--- src/rtl/spart_pkg.sv ---
// Shared SPART definitions: FSM state encoding and default baud/FIFO constants
// used by both the transmit and receive sides.
package spart_pkg;

    typedef enum logic [1:0] {
        ST_IDLE  = 2'd0,
        ST_START = 2'd1,
        ST_DATA  = 2'd2,
        ST_STOP  = 2'd3
    } spart_state_e;

    localparam int unsigned SPART_DIV_DEFAULT   = 434;
    localparam int unsigned SPART_DEPTH_DEFAULT = 4;

endpackage

--- src/rtl/spart_tx_if.sv ---
// Processor-side write port of the SPART transmitter: byte strobe plus back-pressure.
interface spart_tx_if;

    logic       send;
    logic [7:0] send_data;
    logic       full;

    modport master (output send, output send_data, input full);
    modport slave  (input send, input send_data, output full);

endinterface

--- src/rtl/spart_tx_fifo.sv ---
// Transmit FIFO: power-of-two ring buffer with registered occupancy; full/empty
// are decoded only from registered state.
module spart_tx_fifo
    import spart_pkg::*;
#(
    parameter int unsigned DEPTH = SPART_DEPTH_DEFAULT
) (
    input  logic       clk,
    input  logic       rst,
    input  logic       push,
    input  logic       pop,
    input  logic [7:0] din,
    output logic [7:0] dout,
    output logic       full,
    output logic       empty
);

    localparam int unsigned AW = $clog2(DEPTH);
    localparam int unsigned CW = AW + 1;

    logic [7:0]    mem_q [DEPTH];
    logic [AW-1:0] wr_ptr_q, wr_ptr_d;
    logic [AW-1:0] rd_ptr_q, rd_ptr_d;
    logic [CW-1:0] count_q, count_d;
    logic          push_ok;
    logic          pop_ok;

    assign full    = (count_q == CW'(DEPTH));
    assign empty   = (count_q == '0);
    assign push_ok = push && !full;
    assign pop_ok  = pop && !empty;
    assign dout    = mem_q[rd_ptr_q];

    always_comb begin
        wr_ptr_d = wr_ptr_q;
        rd_ptr_d = rd_ptr_q;
        count_d  = count_q;
        if (push_ok) begin
            wr_ptr_d = wr_ptr_q + AW'(1);
        end
        if (pop_ok) begin
            rd_ptr_d = rd_ptr_q + AW'(1);
        end
        // Simultaneous push and pop cancel out in the occupancy count.
        if (push_ok && !pop_ok) begin
            count_d = count_q + CW'(1);
        end else if (pop_ok && !push_ok) begin
            count_d = count_q - CW'(1);
        end
    end

    always_ff @(posedge clk or negedge rst) begin
        if (!rst) begin
            wr_ptr_q <= '0;
            rd_ptr_q <= '0;
            count_q  <= '0;
        end else begin
            wr_ptr_q <= wr_ptr_d;
            rd_ptr_q <= rd_ptr_d;
            count_q  <= count_d;
        end
    end

    always_ff @(posedge clk) begin
        if (push_ok) begin
            mem_q[wr_ptr_q] <= din;
        end
    end

endmodule

--- src/rtl/spart_tx.sv ---
// SPART transmitter: FIFO-buffered 8N1 serializer with a DIV-cycle bit timer.
// Frames run back-to-back when the FIFO has data at the end of STOP.
module spart_tx
    import spart_pkg::*;
#(
    parameter int unsigned DIV   = SPART_DIV_DEFAULT,
    parameter int unsigned DEPTH = SPART_DEPTH_DEFAULT
) (
    input  logic       clk,
    input  logic       rst,
    spart_tx_if.slave  bus,
    output logic       txd,
    output logic       tx_busy
);

    localparam logic [15:0] DIV_M1 = 16'(DIV - 1);

    spart_state_e state_q, state_d;
    logic [7:0]   shreg_q, shreg_d;
    logic [2:0]   bit_q, bit_d;
    logic [15:0]  cnt_q, cnt_d;
    logic         txd_q, txd_d;
    logic         pop;
    logic [7:0]   head;
    logic         empty;

    spart_tx_fifo #(
        .DEPTH (DEPTH)
    ) u_fifo (
        .clk   (clk),
        .rst   (rst),
        .push  (bus.send),
        .pop   (pop),
        .din   (bus.send_data),
        .dout  (head),
        .full  (bus.full),
        .empty (empty)
    );

    always_comb begin
        state_d = state_q;
        shreg_d = shreg_q;
        bit_d   = bit_q;
        cnt_d   = cnt_q;
        txd_d   = txd_q;
        pop     = 1'b0;
        unique case (state_q)
            ST_IDLE: begin
                txd_d = 1'b1;
                if (!empty) begin
                    pop     = 1'b1;
                    shreg_d = head;
                    state_d = ST_START;
                    cnt_d   = DIV_M1;
                    txd_d   = 1'b0;
                end
            end
            ST_START: begin
                if (cnt_q == '0) begin
                    state_d = ST_DATA;
                    cnt_d   = DIV_M1;
                    bit_d   = '0;
                    txd_d   = shreg_q[0];
                end else begin
                    cnt_d = cnt_q - 16'd1;
                end
            end
            ST_DATA: begin
                if (cnt_q == '0) begin
                    cnt_d = DIV_M1;
                    if (bit_q == 3'd7) begin
                        state_d = ST_STOP;
                        txd_d   = 1'b1;
                    end else begin
                        // Shift first so shreg_q[0] is always the bit on the line.
                        bit_d   = bit_q + 3'd1;
                        shreg_d = {1'b0, shreg_q[7:1]};
                        txd_d   = shreg_q[1];
                    end
                end else begin
                    cnt_d = cnt_q - 16'd1;
                end
            end
            ST_STOP: begin
                if (cnt_q == '0) begin
                    if (!empty) begin
                        pop     = 1'b1;
                        shreg_d = head;
                        state_d = ST_START;
                        cnt_d   = DIV_M1;
                        txd_d   = 1'b0;
                    end else begin
                        state_d = ST_IDLE;
                        txd_d   = 1'b1;
                    end
                end else begin
                    cnt_d = cnt_q - 16'd1;
                end
            end
            default: begin
                state_d = ST_IDLE;
                txd_d   = 1'b1;
            end
        endcase
    end

    always_ff @(posedge clk or negedge rst) begin
        if (!rst) begin
            state_q <= ST_IDLE;
            shreg_q <= '0;
            bit_q   <= '0;
            cnt_q   <= '0;
            txd_q   <= 1'b1;
        end else begin
            state_q <= state_d;
            shreg_q <= shreg_d;
            bit_q   <= bit_d;
            cnt_q   <= cnt_d;
            txd_q   <= txd_d;
        end
    end

    assign txd     = txd_q;
    assign tx_busy = (state_q != ST_IDLE) || !empty;

endmodule
--- src/flat_wrapper.sv ---
// flat-port wrapper written by rule: the top's interface ports become plain ports
module spart_tx_flat import spart_pkg::*;
#(
    parameter int unsigned DIV   = SPART_DIV_DEFAULT,
    parameter int unsigned DEPTH = SPART_DEPTH_DEFAULT
)
  (clk, rst, txd, tx_busy, bus_send, bus_send_data, bus_full);
  spart_tx_if bus_i ();
  input  logic clk;
  input  logic rst;
  output logic txd;
  output logic tx_busy;
  input wire logic [$bits(bus_i.send)-1:0] bus_send;
  input wire logic [$bits(bus_i.send_data)-1:0] bus_send_data;
  output wire logic [$bits(bus_i.full)-1:0] bus_full;
  assign bus_i.send = bus_send;
  assign bus_i.send_data = bus_send_data;
  assign bus_full = bus_i.full;
  spart_tx #(.DIV(DIV), .DEPTH(DEPTH)) u_core (.clk(clk), .rst(rst), .bus(bus_i), .txd(txd), .tx_busy(tx_busy));
endmodule
--- config.mk ---
export PLATFORM = sky130hd
export DESIGN_NAME = spart_tx_flat
export DESIGN_NICKNAME = d
export VERILOG_FILES = /design/src/rtl/spart_pkg.sv /design/src/rtl/spart_tx_if.sv /design/src/rtl/spart_tx_fifo.sv /design/src/rtl/spart_tx.sv /design/src/flat_wrapper.sv
export SDC_FILE = /design/constraint.sdc
export NUM_CORES = 1
export LEC_CHECK = 0
export BUFFER_PORTS_ARGS = -buffer_cell sky130_fd_sc_hd__buf_2
export CAP_MARGIN = 0
export CELL_PAD_IN_SITES_DETAIL_PLACEMENT = 1
export CELL_PAD_IN_SITES_GLOBAL_PLACEMENT = 1
export CORE_MARGIN = 2
export CORE_UTILIZATION = 47
export CTS_BUF_LIST = sky130_fd_sc_hd__clkbuf_4
export CTS_CLUSTER_SIZE = 28
export DETAILED_ROUTE_END_ITERATION = 8
export HOLD_SLACK_MARGIN = 0.03
export PLACE_DENSITY = 0.77
export REMOVE_ABC_BUFFERS = 1
export SLEW_MARGIN = 20
export SYNTH_ARGS = -nofsm -noshare
export SYNTH_HDL_FRONTEND = slang
export SYNTH_SLANG_ARGS = --single-unit
--- constraint.sdc ---
create_clock -name clk -period 2.6 [get_ports clk]
set_input_delay 0.13 -clock clk [delete_from_list [all_inputs] [get_ports clk]]
set_output_delay 0.13 -clock clk [all_outputs]
set_load 0.1 [all_outputs]
* Word-level counts from Yosys, hierarchy flattened
Memories as Yosys holds them, arrays and structs flattened.
Cells that the tools add are included.
** Operators by class
- Add/subtract/negate cells :: 6
- Equal/unequal tests :: 11
- Mux-type cells :: 33
- Reductions and logical operators :: 21
** Operator list (number)
- $mux W16 :: 3
- $pmux W16 S3 :: 1
- $mux W8 :: 4
- $pmux W8 S3 :: 1
- $logic_not A16 Y1 :: 1
- $sub A16 B1 Y16 const B :: 1
- $mux W3 :: 5
- $mux W1 :: 10
- $mux W2 :: 5
- $ne A2 B1 Y1 const B :: 4
- $pmux W2 S4 :: 1
- $reduce_and A4 Y1 :: 2
- $add A3 B1 Y3 const B :: 2
- $eq A3 B3 Y1 const B :: 2
- $pmux W3 S2 :: 1
- $reduce_bool A2 Y1 :: 3
- $reduce_and A5 Y1 :: 1
- $add A2 B1 Y2 const B :: 2
- $eq A2 B2 Y1 const B :: 2
- $logic_and A1 B1 Y1 :: 4
- $logic_not A1 Y1 :: 4
- $ne A2 B2 Y1 const B :: 2
- $pmux W1 S4 :: 1
- $logic_not A3 Y1 :: 1
- 8 further kinds :: 8
** Storage, ports and cells
- Bits in registers :: 37
- Memory bits (writable) :: 32
- Input port bits :: 11
- Output and inout port bits :: 3
- Logic and storage cells :: 80
- Memories :: 1
** Memory list
- u_core.u_fifo.mem_q :: words 4, width 8, rd ports 1, clocked after memory_dff 0, wr ports 1, line spart_tx_fifo.sv:21 : logic [7:0] mem_q [DEPTH];

* Longest topological paths before layout
- Depth after elaboration :: 8
- Gate-level depth with buffers :: 14
- Depth with buffers taken out :: 12

* Cells and area by module
From an unflattened synthesis, not the netlist that was laid out.
** Second synthesis, totals
- Cell total of the unflattened synthesis :: 266
- Area total of the unflattened synthesis :: 3420.8 µm²
** Modules (own cells, without submodules)
- spart_tx :: times used 1, cells each 189, area each 1831.8 µm², sequential area each 752.0 µm²
- spart_tx_fifo :: times used 1, cells each 77, area each 1589.0 µm², sequential area each 1136.1 µm²

* Least setup slack after synthesis
OpenSTA, ideal clock, no wires.
- Path kind :: flip-flop to flip-flop
- From :: register u_core.u_fifo.count_q[0]
- To :: register u_core.u_fifo.count_q[1]
- Setup time :: 0.125 ns
- Data arrival time :: 3.976 ns
- Data required time :: 2.475 ns
- Path slack :: -1.501 ns
- Stages on the path, launching flop included :: 8
- Buffers on the path :: 1
- Clock period less this slack :: 4.101 ns
- Cells stage by stage :: dfrtp_1 nor3b_1 nor2b_1 clkbuf_1 ha_1 inv_1 fa_1 mux2_2
** On the way
- Elaborated cells on any way between the ends :: 18
- Classes of those cells :: add/sub (2); eq/ne (1); mux (5); reduce/logical (10)
** RTL lines
- start, declared :: line spart_tx_fifo.sv:24 : logic [CW-1:0] count_q, count_d;
- start signal, assigned :: line spart_tx_fifo.sv:60 : count_q <= count_d;
- $eq A3 B3 Y1 :: line spart_tx_fifo.sv:28 : assign full = (count_q == CW'(DEPTH));
- via bus_full :: line flat_wrapper.sv:15 : output wire logic [$bits(bus_i.full)-1:0] bus_full;
- $logic_not A1 Y1 :: line spart_tx_fifo.sv:30 : assign push_ok = push && !full;
- $logic_and A1 B1 Y1 :: line spart_tx_fifo.sv:30
- via u_core.u_fifo.push_ok :: line spart_tx_fifo.sv:25 : logic push_ok;
- $logic_and A1 B1 Y1 :: line spart_tx_fifo.sv:45 : if (push_ok && !pop_ok) begin
- $mux W3 :: line spart_tx_fifo.sv:45
- via u_core.u_fifo.count_d[1] :: line spart_tx_fifo.sv:24
The timed path passes the listed nets, and every way through them passes these cells. The select of a mux whose other input is x is not followed.
A chain may end at the register's enable or synchronous reset.

* Worst setup path after layout
- From :: register u_core.cnt_q[5]
- To :: register u_core.u_fifo.count_q[1]
** On the way
- Word-level cells in the longest chain between the ends :: 7
- Elaborated cells on any way between the ends :: 9
- Classes of those cells :: mux (3); reduce/logical (6)
** RTL lines
- start, declared :: line spart_tx.sv:21 : logic [15:0] cnt_q, cnt_d;
- start signal, assigned :: line spart_tx.sv:118 : cnt_q <= cnt_d;
- $logic_not A16 Y1 :: line spart_tx.sv:85 : if (cnt_q == '0) begin
- $mux W1 :: line spart_tx.sv:85
- $pmux W1 S2 :: line spart_tx.sv:47 : unique case (state_q)
- $logic_and A1 B1 Y1 :: line spart_tx_fifo.sv:31 : assign pop_ok = pop && !empty;
- $logic_not A1 Y1 :: line spart_tx_fifo.sv:45
- $logic_and A1 B1 Y1 :: line spart_tx_fifo.sv:45
- $mux W3 :: line spart_tx_fifo.sv:45
- via u_core.u_fifo.count_d[1] :: line spart_tx_fifo.sv:24
The timed path passes the listed nets, and every way through them passes these cells.

==> results by group <==
Yosys
  – Number of flops mapped to enable cells by yosys: 32
  – Synth Instances: 290
  – Yosys warning total: 0
  – Netlist area before placement: 3560 um2
  – Post-synth ARST share: 53.6%
  – Proportion of synthesized chip area in sequential cells: 53.1%
  – Number of distinct standard cells referenced by the synthesized netlist: 56
  – Ys flop type: sky130_fd_sc_hd__dfrtp_1
  – Most area-consuming cells after synthesis: sky130_fd_sc_hd__edfxtp_1, sky130_fd_sc_hd__dfrtp_1, sky130_fd_sc_hd__mux2_2, sky130_fd_sc_hd__mux4_2, sky130_fd_sc_hd__ha_1
  – Register bit total from synthesis: 69
  – Post-synth top area cell: sky130_fd_sc_hd__edfxtp_1
  – Area share of the largest cell type after synthesis: 27.0%
  – Average cell area after synthesis: 12.3 um2

Placed design
  – Half-perimeter wire length after detailed placement: 5690 um
  – Routability cong.: 0.844
  – Number of input and output port buffers inserted: 13
  – Worst setup timing slack at the placement stage: 0.0624 ns

Floorplanning
  – Floorplan die area: 8280 um2
  – Horizontal die dimension: 91.0 um
  – Ports placed on the boundary: 14
  – Count of standard-cell rows: 31
  – Core ar.: 7290 um2
  – Die outline height: 91.0 um
  – Effective utilization at floorplan: 48.8%

STA
  – RSZ-0062 raised after global routing: no
  – Count of endpoints failing hold in the final timing report: 0
  – Worst hold slack: 0.207 ns
  – Period utilisation layout: 95.0%
  – Setup violators final: 0
  – Worst setup slack after layout: 0.129 ns
  – Max-slew headroom at the worst pin: 42.0%
  – Clock skew after layout: 0.0225 ns
  – Slew Viols, Final: 0
  – Min Clock Period, post-route: 2.47 ns
  – Top achievable clock speed: 405 MHz
  – Slew at the pin closest to its max-slew limit: 0.869 ns

Clock tree
  – Clock-pin slew on the worst setup and hold paths: 0.13 ns
  – Worst-skew pair later-pin latency: 0.43 ns
  – Clock buffer depth: 2
  – Number of buffers created by CTS: 9
  – CTS tree: yes
  – Clock Tree Root: sky130_fd_sc_hd__clkbuf_4
  – Clock sinks: 69
  – Clock H-tree levels: 3

Setup path
  – Launching instance or port of the critical path: u_core.cnt_q[5]
  – Crit path launch type: flip-flop
  – Cell Chain, Critical Path: nor4_1 > and4_4 > a21oi_2 > nand2b_1 > ha_2 > inv_1 > fa_1 > mux2_2
  – Worst EP arrival: 2.78 ns
  – Maximum cell stage delay along the critical path: 0.46 ns
  – Top fanout value on the critical path: 6
  – Worst Setup End Kind: flip-flop
  – Number of buffers and inverters on the critical path: 1
  – Required time at the worst-slack endpoint: 2.90 ns
  – R2R depth: 8
  – Startpoint-to-endpoint class of the critical path: flip-flop to flip-flop
  – Critical Path Slowest Stage Cell: sky130_fd_sc_hd__dfrtp_1
  – Reg-to-Reg End: u_core.u_fifo.count_q[1]
  – R2R Setup Slk: 0.13 ns
  – Launching point of the worst reg2reg path: u_core.cnt_q[5]
  – Largest delay share family, worst path: simple AND/OR/NAND/NOR gates

Global route
  – Pin count of the biggest net entering global routing: 38
  – Met2 layer usage reported by global route: 35.8%
  – Global-route wire length before repair: 14,000 um
  – Global routing usage on met3: 3.57%
  – Global routing's busiest layer: met2
  – Grt met1 use: 29.5%
  – Total overflow reported by the global router: 0
  – Global-route total usage across every layer: 21.9%
  – Via count of the first global-routing pass: 2,720
  – Number of antenna violations at the first check in global routing: 0

Drt
  – Vias after detailed routing: 2,564
  – Total Routed Length: 8460 um
  – DR pass1 iterations: 4
  – Number of nets with antenna violations after routing: 0
  – Number of remaining DRC errors: 0
  – Drt via density: 5.98
  – Violation count after the first detailed-route iteration: 126
  – WL/cell: 19.7 um

Worst hold path
  – Number of cells on the worst hold path: 3
  – Hold Crit Start: bus_send
  – Hold WC Path Type: input port to flip-flop
  – Worst Hold End: u_core.u_fifo.wr_ptr_q[0]

Pwr
  – Worst VDD drop: 0.940 mV
  – Leakage component of the power: 1.61 nW
  – Pwr Density: 1270 nW/um2

Layout
  – Post-route core utilization: 55.3%
  – Antenna diode count: 0
  – Net total in the final layout: 350
  – Area growth from synthesis to final layout: 13.3%
  – Fraction of final layout cells sized beyond drive strength 1: 26.7%

Job
  – Count of max-cap constraint violations: 0

Status
  – Run status: completed
cell type report:
cell class	count	area (um2)
clock inverters	7	57.6
well taps	99	124
multi-input cells	189	1560
fillers	808	3260
repair buffers	37	268
inverters	19	71.3
flip-flops and latches	69	1890
clock buffers	9	67.6
power by group:
group,internal (mW),switching [mW],total (mW)
Combinational,1.16,1.50,2.66
Clock,0.209,0.439,0.649
Sequential,1.51,0.292,1.80
Total,2.88,2.23,5.11
routing by layer:
layer,up-vias,routed length [um]
met4,0,127
li1,1178,-
met3,12,324
met2,52,4170
met5,-,0
met1,1322,3840
cell usage after synthesis (2+ instances only):
cell and instances:
sky130_fd_sc_hd__nand2_1 11, sky130_fd_sc_hd__edfxtp_1 32, sky130_fd_sc_hd__nand3_1 6, sky130_fd_sc_hd__a21oi_1 8, sky130_fd_sc_hd__a211oi_1 5, sky130_fd_sc_hd__a22o_1 3, sky130_fd_sc_hd__nand4_1 7, sky130_fd_sc_hd__o31ai_1 2
sky130_fd_sc_hd__mux2_2 18, sky130_fd_sc_hd__a21o_1 2, sky130_fd_sc_hd__nor4_1 9, sky130_fd_sc_hd__o21ai_0 13, sky130_fd_sc_hd__mux2i_1 4, sky130_fd_sc_hd__and4_1 2, sky130_fd_sc_hd__o211ai_1 2, sky130_fd_sc_hd__or2_2 3
sky130_fd_sc_hd__clkbuf_1 8, sky130_fd_sc_hd__buf_2 3, sky130_fd_sc_hd__nand2b_1 4, sky130_fd_sc_hd__nor2b_1 5, sky130_fd_sc_hd__xnor2_1 3, sky130_fd_sc_hd__dfrtp_1 36, sky130_fd_sc_hd__xor2_1 2, sky130_fd_sc_hd__or4_4 2
sky130_fd_sc_hd__mux4_2 8, sky130_fd_sc_hd__a31oi_1 7, sky130_fd_sc_hd__or4_1 2, sky130_fd_sc_hd__inv_1 19, sky130_fd_sc_hd__a211o_1 3, sky130_fd_sc_hd__and2_1 5, sky130_fd_sc_hd__ha_1 13, sky130_fd_sc_hd__or3_1 2
sky130_fd_sc_hd__nor3_1 7, sky130_fd_sc_hd__nor2_1 11, sky130_fd_sc_hd__buf_4 2
registers in the layout, indices dropped and copies added (netlist names):
name                    cells
u_core.u_fifo.count_q       3
u_core.u_fifo.rd_ptr_q      2
u_core.shreg_q              8
u_core.cnt_q               16
u_core.u_fifo.mem_q        32
u_core.txd                  1
u_core.u_fifo.wr_ptr_q      2
u_core.bit_q                3
u_core.state_q              2
layout by cell type, fill, tap and decap left out, types with 4 or more instances in the layout:
cell type	n
sky130_fd_sc_hd__o21ai_0	13
sky130_fd_sc_hd__dfrtp_1	36
sky130_fd_sc_hd__nand2_1	11
sky130_fd_sc_hd__mux2i_1	4
sky130_fd_sc_hd__inv_1	19
sky130_fd_sc_hd__nor3_1	7
sky130_fd_sc_hd__nand2b_1	4
sky130_fd_sc_hd__nand3_1	6
sky130_fd_sc_hd__ha_1	11
sky130_fd_sc_hd__nor4_1	8
sky130_fd_sc_hd__mux4_2	8
sky130_fd_sc_hd__and2_1	5
sky130_fd_sc_hd__edfxtp_1	32
sky130_fd_sc_hd__a21oi_1	7
sky130_fd_sc_hd__buf_2	13
sky130_fd_sc_hd__dlygate4sd3_1	9
sky130_fd_sc_hd__clkbuf_4	9
sky130_fd_sc_hd__nand4_1	7
sky130_fd_sc_hd__nor2_1	11
sky130_fd_sc_hd__buf_4	15
sky130_fd_sc_hd__a211oi_1	5
sky130_fd_sc_hd__a31oi_1	7
sky130_fd_sc_hd__nor2b_1	5
sky130_fd_sc_hd__mux2_2	18
tightest hold or removal path, stage by stage:
cell and delay, ns:
sky130_fd_sc_hd__buf_2 0.09, sky130_fd_sc_hd__nor2b_1 0.21, sky130_fd_sc_hd__xnor2_1 0.16
worst max-delay path by stage:
stage | endpoint | cells past startpoint
global placement | u_core.u_fifo.count_q[1] | 8
global route | u_core.u_fifo.count_q[2] | 12
CTS | u_core.u_fifo.count_q[1] | 8
floorplan | u_core.u_fifo.count_q[1] | 6
finish | u_core.u_fifo.count_q[1] | 8
detailed placement | u_core.u_fifo.count_q[1] | 8
logic make-up (layout without fill, tap and decap cells):
kind of cell             after synthesis  after routing  share of synthesized area [%]
AND/OR/NAND/NOR                       81             81                           13.2
AO/OA/AOI/OAI                         59             59                           11.7
XOR/XNOR                               5              5                           1.23
multiplexers                          30             30                           11.9
adder cells (fa/ha/maj)               14             14                           5.14
flip-flops                            69             69                           53.1
buffers and inverters                 32             72                           3.69
metrics by stage:
| step | power [mW] | cell area, um2 | setup TNS, ns | std cells |
|---|---|---|---|---|
| after floorplan | 3.61 | 3500 | -47.34 | 277 |
| after global placement | 4.27 | 3790 | 0 | 403 |
| after detailed placement | 4.40 | 3790 | 0 | 403 |
| after CTS | 5.09 | 4010 | 0 | 428 |
| after global routing | 5.50 | 4030 | 0 | 429 |
| final | 5.11 | 4030 | 0 | 429 |
timing repair:
action | 4_1_cts | 5_1_grt
gates resized for setup | 0 | 6
endpoints found under the hold margin | 68 | 0
endpoints found under the setup margin | 0 | 2
hold buffers | 9 | 0
setup buffers | 0 | 1
(Power assumes the default switching activity.)
